==> src/rtl/mux_pkg.sv <==
// Shared sizing constants for the round-robin demultiplexer.
package mux_pkg;

  localparam int unsigned WAYS  = 4;
  localparam int unsigned SEL_W = 2;
  localparam int unsigned CNT_W = 16;

  typedef logic [SEL_W-1:0] lane_idx_t;

endpackage

==> src/rtl/demux_rr_lane.sv <==
// One output lane: single-entry holding register with load, drain and valid flag.
module demux_lane #(
  parameter int unsigned size = 8
) (
  input  logic            clk,
  input  logic            rst,
  input  logic            load_i,
  input  logic [size-1:0] data_i,
  input  logic            drain_i,
  output logic            valid_o,
  output logic [size-1:0] data_o
);

  logic            valid_q, valid_d;
  logic [size-1:0] data_q, data_d;

  // Next state: a load in the same cycle as a drain wins, so the lane never bubbles.
  always_comb begin
    valid_d = valid_q;
    data_d  = data_q;
    if (drain_i) valid_d = 1'b0;
    if (load_i) begin
      valid_d = 1'b1;
      data_d  = data_i;
    end
  end

  // Lane register, cleared asynchronously.
  always_ff @(posedge clk or posedge rst) begin
    if (rst) begin
      valid_q <= 1'b0;
      data_q  <= '0;
    end else begin
      valid_q <= valid_d;
      data_q  <= data_d;
    end
  end

  assign valid_o = valid_q;
  assign data_o  = data_q;

endmodule

==> src/rtl/demux_rr.sv <==
// 1-to-4 demultiplexer: each accepted word goes to the round-robin lane or the
// explicitly selected lane; lanes hold one word each and drain independently.
module demux_rr
  import mux_pkg::*;
#(
  parameter int unsigned size = 8
) (
  input  logic                 clk,
  input  logic                 rst,
  input  logic [size-1:0]      in_data,
  input  logic                 in_valid,
  output logic                 in_ready,
  input  logic                 rr_mode,
  input  logic [SEL_W-1:0]     sel,
  output logic [WAYS*size-1:0] out_data,
  output logic [WAYS-1:0]      out_valid,
  input  logic [WAYS-1:0]      out_ready,
  output logic [SEL_W-1:0]     rr_ptr,
  output logic [CNT_W-1:0]     xfer_cnt
);

  lane_idx_t        tgt;
  logic             accept;
  logic [WAYS-1:0]  load;
  logic [SEL_W-1:0] rr_ptr_q, rr_ptr_d;
  logic [CNT_W-1:0] cnt_q, cnt_d;

  // Target lane, handshake and counter next-state; in_ready never looks at in_valid.
  always_comb begin
    tgt      = rr_mode ? rr_ptr_q : sel;
    in_ready = !rst && (!out_valid[tgt] || out_ready[tgt]);
    accept   = in_valid && in_ready;
    load     = '0;
    if (accept) load[tgt] = 1'b1;
    rr_ptr_d = rr_ptr_q;
    if (accept && rr_mode) rr_ptr_d = rr_ptr_q + SEL_W'(1);
    cnt_d = cnt_q;
    if (accept) cnt_d = cnt_q + CNT_W'(1);
  end

  // Round-robin pointer and transfer counter.
  always_ff @(posedge clk or posedge rst) begin
    if (rst) begin
      rr_ptr_q <= '0;
      cnt_q    <= '0;
    end else begin
      rr_ptr_q <= rr_ptr_d;
      cnt_q    <= cnt_d;
    end
  end

  for (genvar k = 0; k < WAYS; k++) begin : g_lane
    demux_lane #(.size(size)) u_lane (
      .clk     (clk),
      .rst     (rst),
      .load_i  (load[k]),
      .data_i  (in_data),
      .drain_i (out_valid[k] && out_ready[k]),
      .valid_o (out_valid[k]),
      .data_o  (out_data[k*size +: size])
    );
  end

  assign rr_ptr   = rr_ptr_q;
  assign xfer_cnt = cnt_q;

endmodule

==> config.mk <==
export PLATFORM = sky130hd
export DESIGN_NAME = demux_rr
export DESIGN_NICKNAME = d
export VERILOG_FILES = /design/src/rtl/mux_pkg.sv /design/src/rtl/demux_rr_lane.sv /design/src/rtl/demux_rr.sv
export SDC_FILE = /design/constraint.sdc
export NUM_CORES = 1
export LEC_CHECK = 0
export CORE_MARGIN = 2
export CORE_UTILIZATION = 45
export DETAILED_ROUTE_END_ITERATION = 8
export GPL_ROUTABILITY_DRIVEN = 0
export PLACE_DENSITY = 0.78
export SKIP_LAST_GASP = 1
export SYNTH_ARGS = -nofsm -noshare
export SYNTH_HDL_FRONTEND = slang
export SYNTH_SLANG_ARGS = --single-unit
export TNS_END_PERCENT = 1
==> constraint.sdc <==
create_clock -name clk -period 5.55 [get_ports clk]
set_clock_uncertainty 0.2 [all_clocks]
set_input_delay 0.8325 -clock clk [delete_from_list [all_inputs] [get_ports clk]]
set_output_delay 0.8325 -clock clk [all_outputs]
set_load 0.005 [all_outputs]
; ---- Word level (Yosys, flattened, before mapping)
; Cells that the tools add are included.
[word_totals]
output_inout_bits = 55
wordCells = 45
regBits = 54
inputBits = 18
[op_classes]
add_sub_neg = 2
reduce_logical = 15
muxes = 16
magnitude_cmp = 2
[ops]
columns = op, count
row1 = 16-bit by 1-bit adder with 16-bit output (second input constant), 1
row2 = 1-bit two-way mux, 11
row3 = 1-bit logical AND, 8
row4 = 2-bit nonzero test, 4
row5 = 1-bit binary-select mux with 2-bit select, 2
row6 = 4-bit two-way mux, 1
row7 = 2-bit by 3-bit less-than comparator with 1-bit output (second input constant), 1
row8 = 2-bit by 1-bit adder with 2-bit output (second input constant), 1
row9 = 1-bit demux with 2-bit select, 1
row10 = 2-bit by 1-bit greater-or-equal comparator with 1-bit output (second input constant), 1
row11 = 1-bit logical NOT, 2
row12 = 2-bit two-way mux, 1
row13 = 1-bit logical OR, 1

; ---- Depth between registers and ports, before layout
[depth]
depth_word = 9
depth_mapped = 6

; ---- By module
; From an unflattened synthesis, not the netlist that was laid out.
[unflattened]
cells_unflattened = 183
hier_area_um2 = 2527.4
[modules_own_cells]
columns = module, seq_area_each_um2, cells_each, instances, area_each_um2
row1 = demux_lane, 225.2, 21, 4, 372.9
row2 = demux_rr, 450.4, 99, 1, 1036.0

; ---- Least setup slack after synthesis
; Ideal clock, no wire load.
[synth_timing]
path_type = input to register
from = input port rst
to = register g_lane[3].u_lane.data_q[0]
cell_stages = 5
required_ns = 5.225
arrival_time_ns = 3.036
path_buffers = 1
slack_ns = 2.189
cell_sequence = inv_1 -> and3_1 -> and3_1 -> buf_2 -> mux2_2
[synth_between]
elab_chain_len = 4
[synth_lines]
columns = element, line
row1 = start: declaration, demux_rr.sv:9  ; input logic rst,
row2 = 1-bit logical NOT (no source line), -
row3 = 1-bit logical AND, demux_rr.sv:31  ; in_ready = !rst && (!out_valid[tgt] || out_ready[tgt]);
row4 = 1-bit logical AND, demux_rr.sv:32  ; accept = in_valid && in_ready;
row5 = 4-bit two-way mux, demux_rr.sv:34  ; if (accept) load[tgt] = 1'b1;
row6 = end signal: assignment, demux_rr_lane.sv:35  ; data_q <= data_d;
row7 = end: declaration, demux_rr_lane.sv:15  ; logic [size-1:0] data_q, data_d;
; Every way passes these cells.
; A chain may end at the register's enable or synchronous reset.

; ---- Worst setup path in the final report
[layout_timing]
from = input port rr_mode
to = output port in_ready
[layout_between]
elab_chain_len = 6
[layout_lines]
columns = element, line
row1 = start: declaration, demux_rr.sv:13  ; input logic rr_mode,
row2 = 2-bit two-way mux *, demux_rr.sv:30  ; tgt = rr_mode ? rr_ptr_q : sel;
row3 = 1-bit binary-select mux with 2-bit select, demux_rr.sv:31
row4 = 1-bit two-way mux (implied by the code), demux_rr.sv:31
row5 = 1-bit logical NOT, demux_rr.sv:31
row6 = 1-bit logical OR *, demux_rr.sv:31
row7 = 1-bit logical AND *, demux_rr.sv:31
row8 = end: declaration, demux_rr.sv:12  ; output logic in_ready,
; Mark *: on every way between the ends. The rest lies on a longest branch, timed or not. The select of a mux whose other input is x is not followed.

==> metrics <==
Critical Path Source Type input port; worst r2r dst xfer_cnt[12]$_DFFE_PP0P_; antenna cells 0; FF-to-FF setup slack 3.43 ns; Critical R2R Launch rr_ptr[0]$_DFFE_PP0P_; layout cells sized above 1 19.9%; hold path startpoint xfer_cnt[15]$_DFFE_PP0P_; Post-synth EDFFs 0; area of the die 0.00572 sq mm; Seq pwr share 45.1%; Syn Nets 191; vias in the first global route 1505; final WL 4.69 mm; setup repair after global routing missed its margin no; Worst-Margin Slew 0.493 ns; DP HPWL 3.35 mm; clk sinks 54; Sw Ratio 27.4%; setup TNS 0 ns; Commonest cells post-synth 54 x dfrtp_1, 34 x mux2_2, 14 x xnor2_1, 11 x nand2_1; Mapped Area 0.00231 sq mm; cell chain of the critical path clkdlybuf4s50_1 > mux2_4 > mux2_4 > nor2_1 > nor3_1 > clkdlybuf4s50_1; pwr/cell area 454 mW/mm^2; Final Hold Fails 0; share of the synthesized area in the top cell type 58.5%; fin crit period 3.83 ns; H-Tree Depth 2; Max rail drop VDD 0.285 mV; clk slew on worst S/H paths 0.09 ns; Worst Reg2Reg Path Length in Cells 5; Die W 75.6 um; DRT iter0 DRCs 32; critical path class in -> out; CTS resizes 0; fill count 426; CP Max Fanout 6; WL/cell 14.9 um; PortBufs 72; Top delay family on crit path buffers and inverters; area leader, netlist dfrtp_1; Nets 264; Hold Path Class reg -> reg; max_cap viols 0; Crit. Startpoint rr_mode; fmax 261 MHz; Clock Latency Late Sink 0.30 ns; CTS root buffer clkbuf_8; GRT Residual Overflow 0; Residual DRC 0; Final Max Slew Viols 0; final critical-path share of the clock period 69.0%; setup ws final 1.72 ns; final setup fails 0; die height 75.6 um; Post CTS Setup Buffer Count 0; DR vias 1557; #FFs+latches synth 54; Worst path depth 6; largest cells by area after synthesis dfrtp_1 59%, mux2_2 17%, xnor2_1 5.3%; ys flop type dfrtp_1; Pleak 0.00137 uW; ys async rst share 100%; Synth cell types 27; antenna viol nets, final 0; I/O pins 73; CTS Buf Count 5; initial antenna violation count 0; Slew headroom 67.1%; layout overhead on the synthesized area 37.1%; pre-CTS WS 1.72 ns; Pint 1040 uW; Setup crit end in_ready; gr usage total 17.5%; first-pass GRT wire length 7.34 mm; core area 0.00504 sq mm; routed vias/inst 4.93; Syn Area/Cell 13.4 sq um; drt pass-1 iters 3; Worst Path Required 4.52 ns; combinational power share 39.2%; P_sw 394 uW; CP Buf/Inv Count 2; synthesized instance count 172; worst stage delay on the critical path 0.58 ns; num rows 26; count leader, synth dfrtp_1; Clk pwr share 15.7%; CP endpoint kind output port; Critical-path top delay cell clkdlybuf4s50_1; CTS tree done; status completed; hold_buf cts 0; register area share after synthesis 58.5%; Max Buffers Root-to-Sink 2; Critical Path AT 2.80 ns; Initial Util 45.8%; Ys Warns 0; largest net degree at the start of global routing 41
-- area by class of cell --
type | count | area, sq um | area share [%]
inverters | 5 | 18.8 | 0.593
multi-input cells | 106 | 888 | 28.1
flip-flops and latches | 54 | 1350 | 42.7
clock inverters | 1 | 5.00 | 0.158
well taps | 70 | 87.6 | 2.77
repair buffers | 73 | 728 | 23.0
clock buffers | 7 | 86.3 | 2.73
-- cell usage in the layout (no fill, tap or decap) --
| cell type | synthesis | routed |
|---|---|---|
| clkdlybuf4s50_1 | 0 | 72 |
| dfrtp_1 | 54 | 54 |
| mux2_2 | 34 | 34 |
| xnor2_1 | 14 | 14 |
| nand2_1 | 11 | 11 |
| nand2b_1 | 6 | 6 |
| nand3_1 | 6 | 6 |
| clkbuf_8 | 0 | 6 |
| nor2_1 | 5 | 5 |
| nor3_1 | 5 | 5 |
| and3_1 | 4 | 4 |
| nand4_1 | 4 | 4 |
| inv_1 | 5 | 4 |
| mux2_4 | 3 | 3 |
| xor2_1 | 3 | 3 |
| inv_2 | 0 | 1 |
| mux2i_1 | 1 | 1 |
| and2b_1 | 1 | 1 |
| a22o_4 | 1 | 1 |
| nand4_2 | 1 | 1 |
| or2b_1 | 1 | 1 |
| nand3b_1 | 1 | 1 |
| a22oi_1 | 1 | 1 |
| and4_1 | 1 | 1 |
| and2_1 | 1 | 1 |
| nand3b_2 | 1 | 1 |
| ha_1 | 1 | 1 |
| clkbuf_1 | 0 | 1 |
| clkinv_2 | 0 | 1 |
| buf_4 | 4 | 1 |
-- cells by family (layout without fill, tap and decap cells) --
| kind of cell | Yosys count | count (layout) | synth area share, % |
|---|---|---|---|
| flops | 54 | 54 | 58.5 |
| simple gates | 48 | 48 | 11.4 |
| mux | 38 | 38 | 19.0 |
| xor+xnor | 17 | 17 | 6.45 |
| buf+inv | 12 | 86 | 3.03 |
| compound gates | 2 | 2 | 1.08 |
| fa+ha+maj | 1 | 1 | 0.542 |
-- metrics by stage --
stage	utilization, %	total power [uW]	std cells	hold WS [ns]	cell area (sq um)
after global routing	62.8	1530	316	0.312	3170
after detailed placement	61.0	1230	308	0.268	3070
after global placement	61.0	1210	308	0.262	3070
after floorplan	-	864	172	0.268	2310
final	62.8	1440	316	0.279	3170
after CTS	62.8	1460	316	0.282	3170
-- power groups by stage --
| stage | combinational [uW] | sequential, uW | clock (uW) |
|---|---|---|---|
| 3_5_place_dp | 571 | 656 | 0 |
| 3_3_place_gp | 560 | 651 | 0 |
| 5_1_grt | 612 | 671 | 246 |
| 6_report | 564 | 648 | 226 |
| 2_1_floorplan | 208 | 656 | 0 |
| 4_1_cts | 575 | 650 | 233 |
-- how the worst min path moves through the flow --
stage	slack [ns]	endpoint	cells after the start
floorplan	0.27	xfer_cnt[15]$_DFFE_PP0P_	1
global placement	0.26	xfer_cnt[15]$_DFFE_PP0P_	1
detailed placement	0.27	xfer_cnt[15]$_DFFE_PP0P_	1
CTS	0.28	xfer_cnt[15]$_DFFE_PP0P_	1
global route	0.31	xfer_cnt[15]$_DFFE_PP0P_	1
finish	0.28	xfer_cnt[15]$_DFFE_PP0P_	1
-- metal layers --
layer | global-route usage, % | up-vias | part of all wire [%]
met3 | 4.23 | 6 | 4.4
met1 | 23.5 | 785 | 45
met4 | 6.43 | 0 | 1.6
li1 | - | 732 | -
met2 | 27.6 | 34 | 49
met5 | 0 | - | 0
-- worst register-to-register path, stage by stage, from the launching register on --
cell and delay, ns:
dfrtp_1 0.42, mux2_4 0.31, mux2_4 0.32, a22oi_1 0.44
nor3_1 0.14, xor2_1 0.17
-- state kept, by name (all words and copies together), names as in the netlist --
name and count:
g_lane.u_lane.valid_o 4, g_lane.u_lane.data_o 32, rr_ptr 2, xfer_cnt 16
(Power assumes the default switching activity.)
==> patch 1, RTL diff (same flow settings) <==
Register the output `xfer_cnt` once more, without a reset; this adds one clock of latency there. The other outputs are not delayed to match.
--- a/src/rtl/demux_rr.sv
+++ b/src/rtl/demux_rr.sv
@@ -62,7 +62,9 @@
   end
 
   assign rr_ptr   = rr_ptr_q;
-  assign xfer_cnt = cnt_q;
+  always_ff @(posedge clk) begin
+    xfer_cnt <= cnt_q;
+  end
 
 endmodule
 
Function: changed (Yosys sat finds a counterexample within 4 cycles, from zero or initial values and one cycle with rst high).
==> patch 1 against the original RTL <==
Register-to-register slack lost 0.38 ns; worst setup slack lost 0.20 ns; global-route usage grew 0.89 points; design area grew 15%; sequential cell count grew 16; combinational power grew 3%; synthesized area grew 14%; wire length grew 12%; total power grew 26%; critical path depth is the same; cell count grew 7.0%.
==> patch 1: results (changes against the original RTL) <==
metric;value;unit;change
synth_common_cells;dfrtp_1, mux2_2, dfxtp_1;;was dfrtp_1, mux2_2, xnor2_1
met2_length;2360;um;was 2320 um
inv_count;1;;was 5
routed_wl;5260;um;was 4690 um
nFlopsAndLatches;70;;was 54
outcome;complete, no violations;;unchanged
cp.arrival;3.00;ns;was 2.80 ns
grt_pass1_wl;8880;um;was 7340 um
clock_buffers;13;;was 7
placed_cell_area;3410;um2;was 3070 um2
min_period;4.03;ns;was 3.83 ns
post_drt_wl_per_cell;15.5;um;was 14.9 um
worst_pin_slew;0.890;ns;was 0.493 ns
synth.top_cell.area_share;51.3;%;was 58.5%
via_count;1680;;was 1557
wl_met3;481;um;was 205 um
drive_above_1_share;22.6;%;was 19.9%
dp_cells;322;;was 308
ir_drop;0.288;mV;was 0.285 mV
final-nonclk-buf-share;20.0;%;was 23.0%
multi_input_area_share;25.3;%;was 28.1%
final-clk-cell-share;6.03;%;was 2.89%
nets;280;;was 264
grt_pass1_vias;1765;;was 1505
r2r_end;cnt_q[1];;was xfer_cnt[12]
synth_cells;183;;was 172
cts.htree.levels;3;;was 2
leakagePower;1.52;nW;was 1.37 nW
synth.distinct_cells;31;;was 27
clk_latency;0.33;ns;was 0.30 ns
whs_endpoint;xfer_cnt[15];;unchanged
ff2ff_path_depth;4;;was 5
grt_max_degree;56;;was 41
grt_use_met1;23.8;%;was 23.5%
[patch 1: changes by cell type in the layout (fill, tap and decap cells not counted), sizes merged, moves of 3 or more]
cell / delta
and3: -3
clkbuf: +6
inv: -4
dfxtp: +16
nand3: +3
mux2: -3
mux2i: +4
[patch 1: worst max-delay path, cell delays in order]
cell             delay, ns
clkdlybuf4s50_1       0.61
mux2i_4               0.42
mux2i_1               0.16
mux2_4                0.33
nor2_1                0.12
clkdlybuf4s50_1       0.53
[patch 1: power breakdown]
part / internal (mW) / switching, mW / total [mW]
Clock: 0.255 / 0.177 / 0.432
Sequential: 0.686 / 0.109 / 0.795
Combinational: 0.398 / 0.182 / 0.580
[patch 1: cell families (layout without fill, tap and decap cells)]
family	Yosys count	count (layout)	synth area share, %
adder cells (fa/ha/maj)	1	1	0.475
AND/OR/NAND/NOR	48	48	11.4
AO/OA/AOI/OAI	1	1	0.190
flip-flops	70	70	63.4
XOR/XNOR	17	17	5.65
multiplexers	39	39	17.2
buffers and inverters	7	90	1.61
==> patch 2, RTL diff (config.mk and constraints unchanged) <==
Without the edit above. `CNT_W`: 16 -> 32.
--- a/src/rtl/mux_pkg.sv
+++ b/src/rtl/mux_pkg.sv
@@ -3,7 +3,7 @@
 
   localparam int unsigned WAYS  = 4;
   localparam int unsigned SEL_W = 2;
-  localparam int unsigned CNT_W = 16;
+  localparam int unsigned CNT_W = 32;
 
   typedef logic [SEL_W-1:0] lane_idx_t;
 
Interface: changed (resized xfer_cnt); port bits go from 73 to 89. The function was not compared with the original's and may differ.
==> patch 2 against the original RTL <==
Combinational power grew 3%; core utilization grew 0.24 points; critical path depth is the same; worst setup slack gained 0.034 ns; total power grew 20%; sequential share of layout area shrank 2.0 points; synthesized cell count grew 49%; synthesized area grew 38%; sequential cell count grew 16; design area grew 36%; first-iteration DRC count grew 140%; wire length grew 43%; critical endpoint unchanged; largest power group unchanged.
==> patch 2: results (changes against the original RTL) <==
metric;value;unit;change
outcome;complete, no violations;;unchanged
drive_above_1_share;19.1;%;was 19.9%
path_max_fanout;5;;was 6
cp.arrival;2.76;ns;was 2.80 ns
grt_use_met1;24.6;%;was 23.5%
drt_iter0_drc;77;;was 32
synth_cells;256;;was 172
cts.htree.levels;3;;was 2
syn_nets;275;;was 191
grt_usage;18.7;%;was 17.5%
synth.distinct_cells;37;;was 27
r2r_end;g_lane[3].u_lane.data_o[6];;was xfer_cnt[12]
place_hpwl;4750;um;was 3350 um
stdcell_count;446;;was 316
nets;364;;was 264
worst_pin_slew;1.08;ns;was 0.493 ns
diodes;0;;unchanged
ff2ff_path_depth;3;;was 5
wl_met1;2930;um;was 2090 um
numCtsBuffers;9;;was 5
ff2ff_setup_slack;3.28;ns;was 3.43 ns
first_pass_iters;4;;was 3
postCtsSetupRepairBufs;0;;unchanged
post_drt_wl_per_cell;15.0;um;was 14.9 um
top_layer;met4;;unchanged
clkTransAtPathRegs;0.07;ns;was 0.09 ns
placed_cell_area;4120;um2;was 3070 um2
numPortBuffers;88;;was 72
period_share;68.4;%;was 69.0%
grt_max_degree;71;;was 41
synth_top_area_cell;dfrtp_1;;unchanged
ys_seq_area_share;55.0;%;was 58.5%
grtUsageMet3;7.73;%;was 4.23%
met2_length;3060;um;was 2320 um
r2r_start;rr_ptr[1];;was rr_ptr[0]
use_met2;28.2;%;was 27.6%
clk_latency;0.33;ns;was 0.30 ns
via_count;2278;;was 1557
ir_drop;0.279;mV;was 0.285 mV
leakagePower;1.82;nW;was 1.37 nW
dp_cells;430;;was 308
grt_pass1_wl;11100;um;was 7340 um
synthTopCellsByArea;dfrtp_1, mux2_2, xnor2_1;;unchanged
synth_common_cells;dfrtp_1, mux2_2, xnor2_1;;unchanged
wl_met3;620;um;was 205 um
antenna_found_initial;0;;unchanged
[patch 2: cell count changes after synthesis, moves of 4 or more]
cell	unedited run	this run
dfrtp_1	54	70
o211ai_1	0	6
nand4_1	4	8
xnor2_1	14	19
xor2_1	3	14
a21oi_1	0	7
nor2b_1	0	4
nand2_1	11	18
nor2_1	5	12
[patch 2: cell families after synthesis]
family,synth area share [%]
adders and majority gates,0.393
muxes,13.9
AOI/OAI and AO/OA,5.70
and+or+nand+nor,13.0
DFF,55.0
xor gates and xnor gates,9.08
buffers and inverters,2.99
[patch 2: where the power goes]
group,internal (mW),switching [mW],total (mW)
Sequential,0.659,0.0992,0.759
Combinational,0.395,0.185,0.579
Clock,0.204,0.184,0.388
[patch 2: worst min path at each step]
stage	startpoint	to	slack [ns]	cells after the start
after floorplan	xfer_cnt[31]	xfer_cnt[31]	0.26	1
after global placement	xfer_cnt[5]	xfer_cnt[5]	0.28	1
after detailed placement	xfer_cnt[31]	xfer_cnt[31]	0.29	1
after CTS	xfer_cnt[14]	xfer_cnt[14]	0.30	1
after global routing	xfer_cnt[31]	xfer_cnt[31]	0.30	1
final	xfer_cnt[14]	xfer_cnt[14]	0.29	1
[patch 2: critical path, cell delays in order]
cell and delay [ns]:
clkdlybuf4s50_1 0.58, mux2_2 0.40, a211oi_1 0.28, a31oi_1 0.07, nor2_1 0.09, clkdlybuf4s50_1 0.51
[patch 2: final cells by class]
| class | instances | area, um2 |
|---|---|---|
| Clock buffer | 9 | 124 |
| Clock inverter | 7 | 65.1 |
| Fill cell | 559 | 2530 |
| Inverter | 5 | 18.8 |
| Multi-Input combinational cell | 170 | 1340 |
| Sequential cell | 70 | 1750 |
| Tap cell | 96 | 120 |
| Timing Repair Buffer | 89 | 888 |
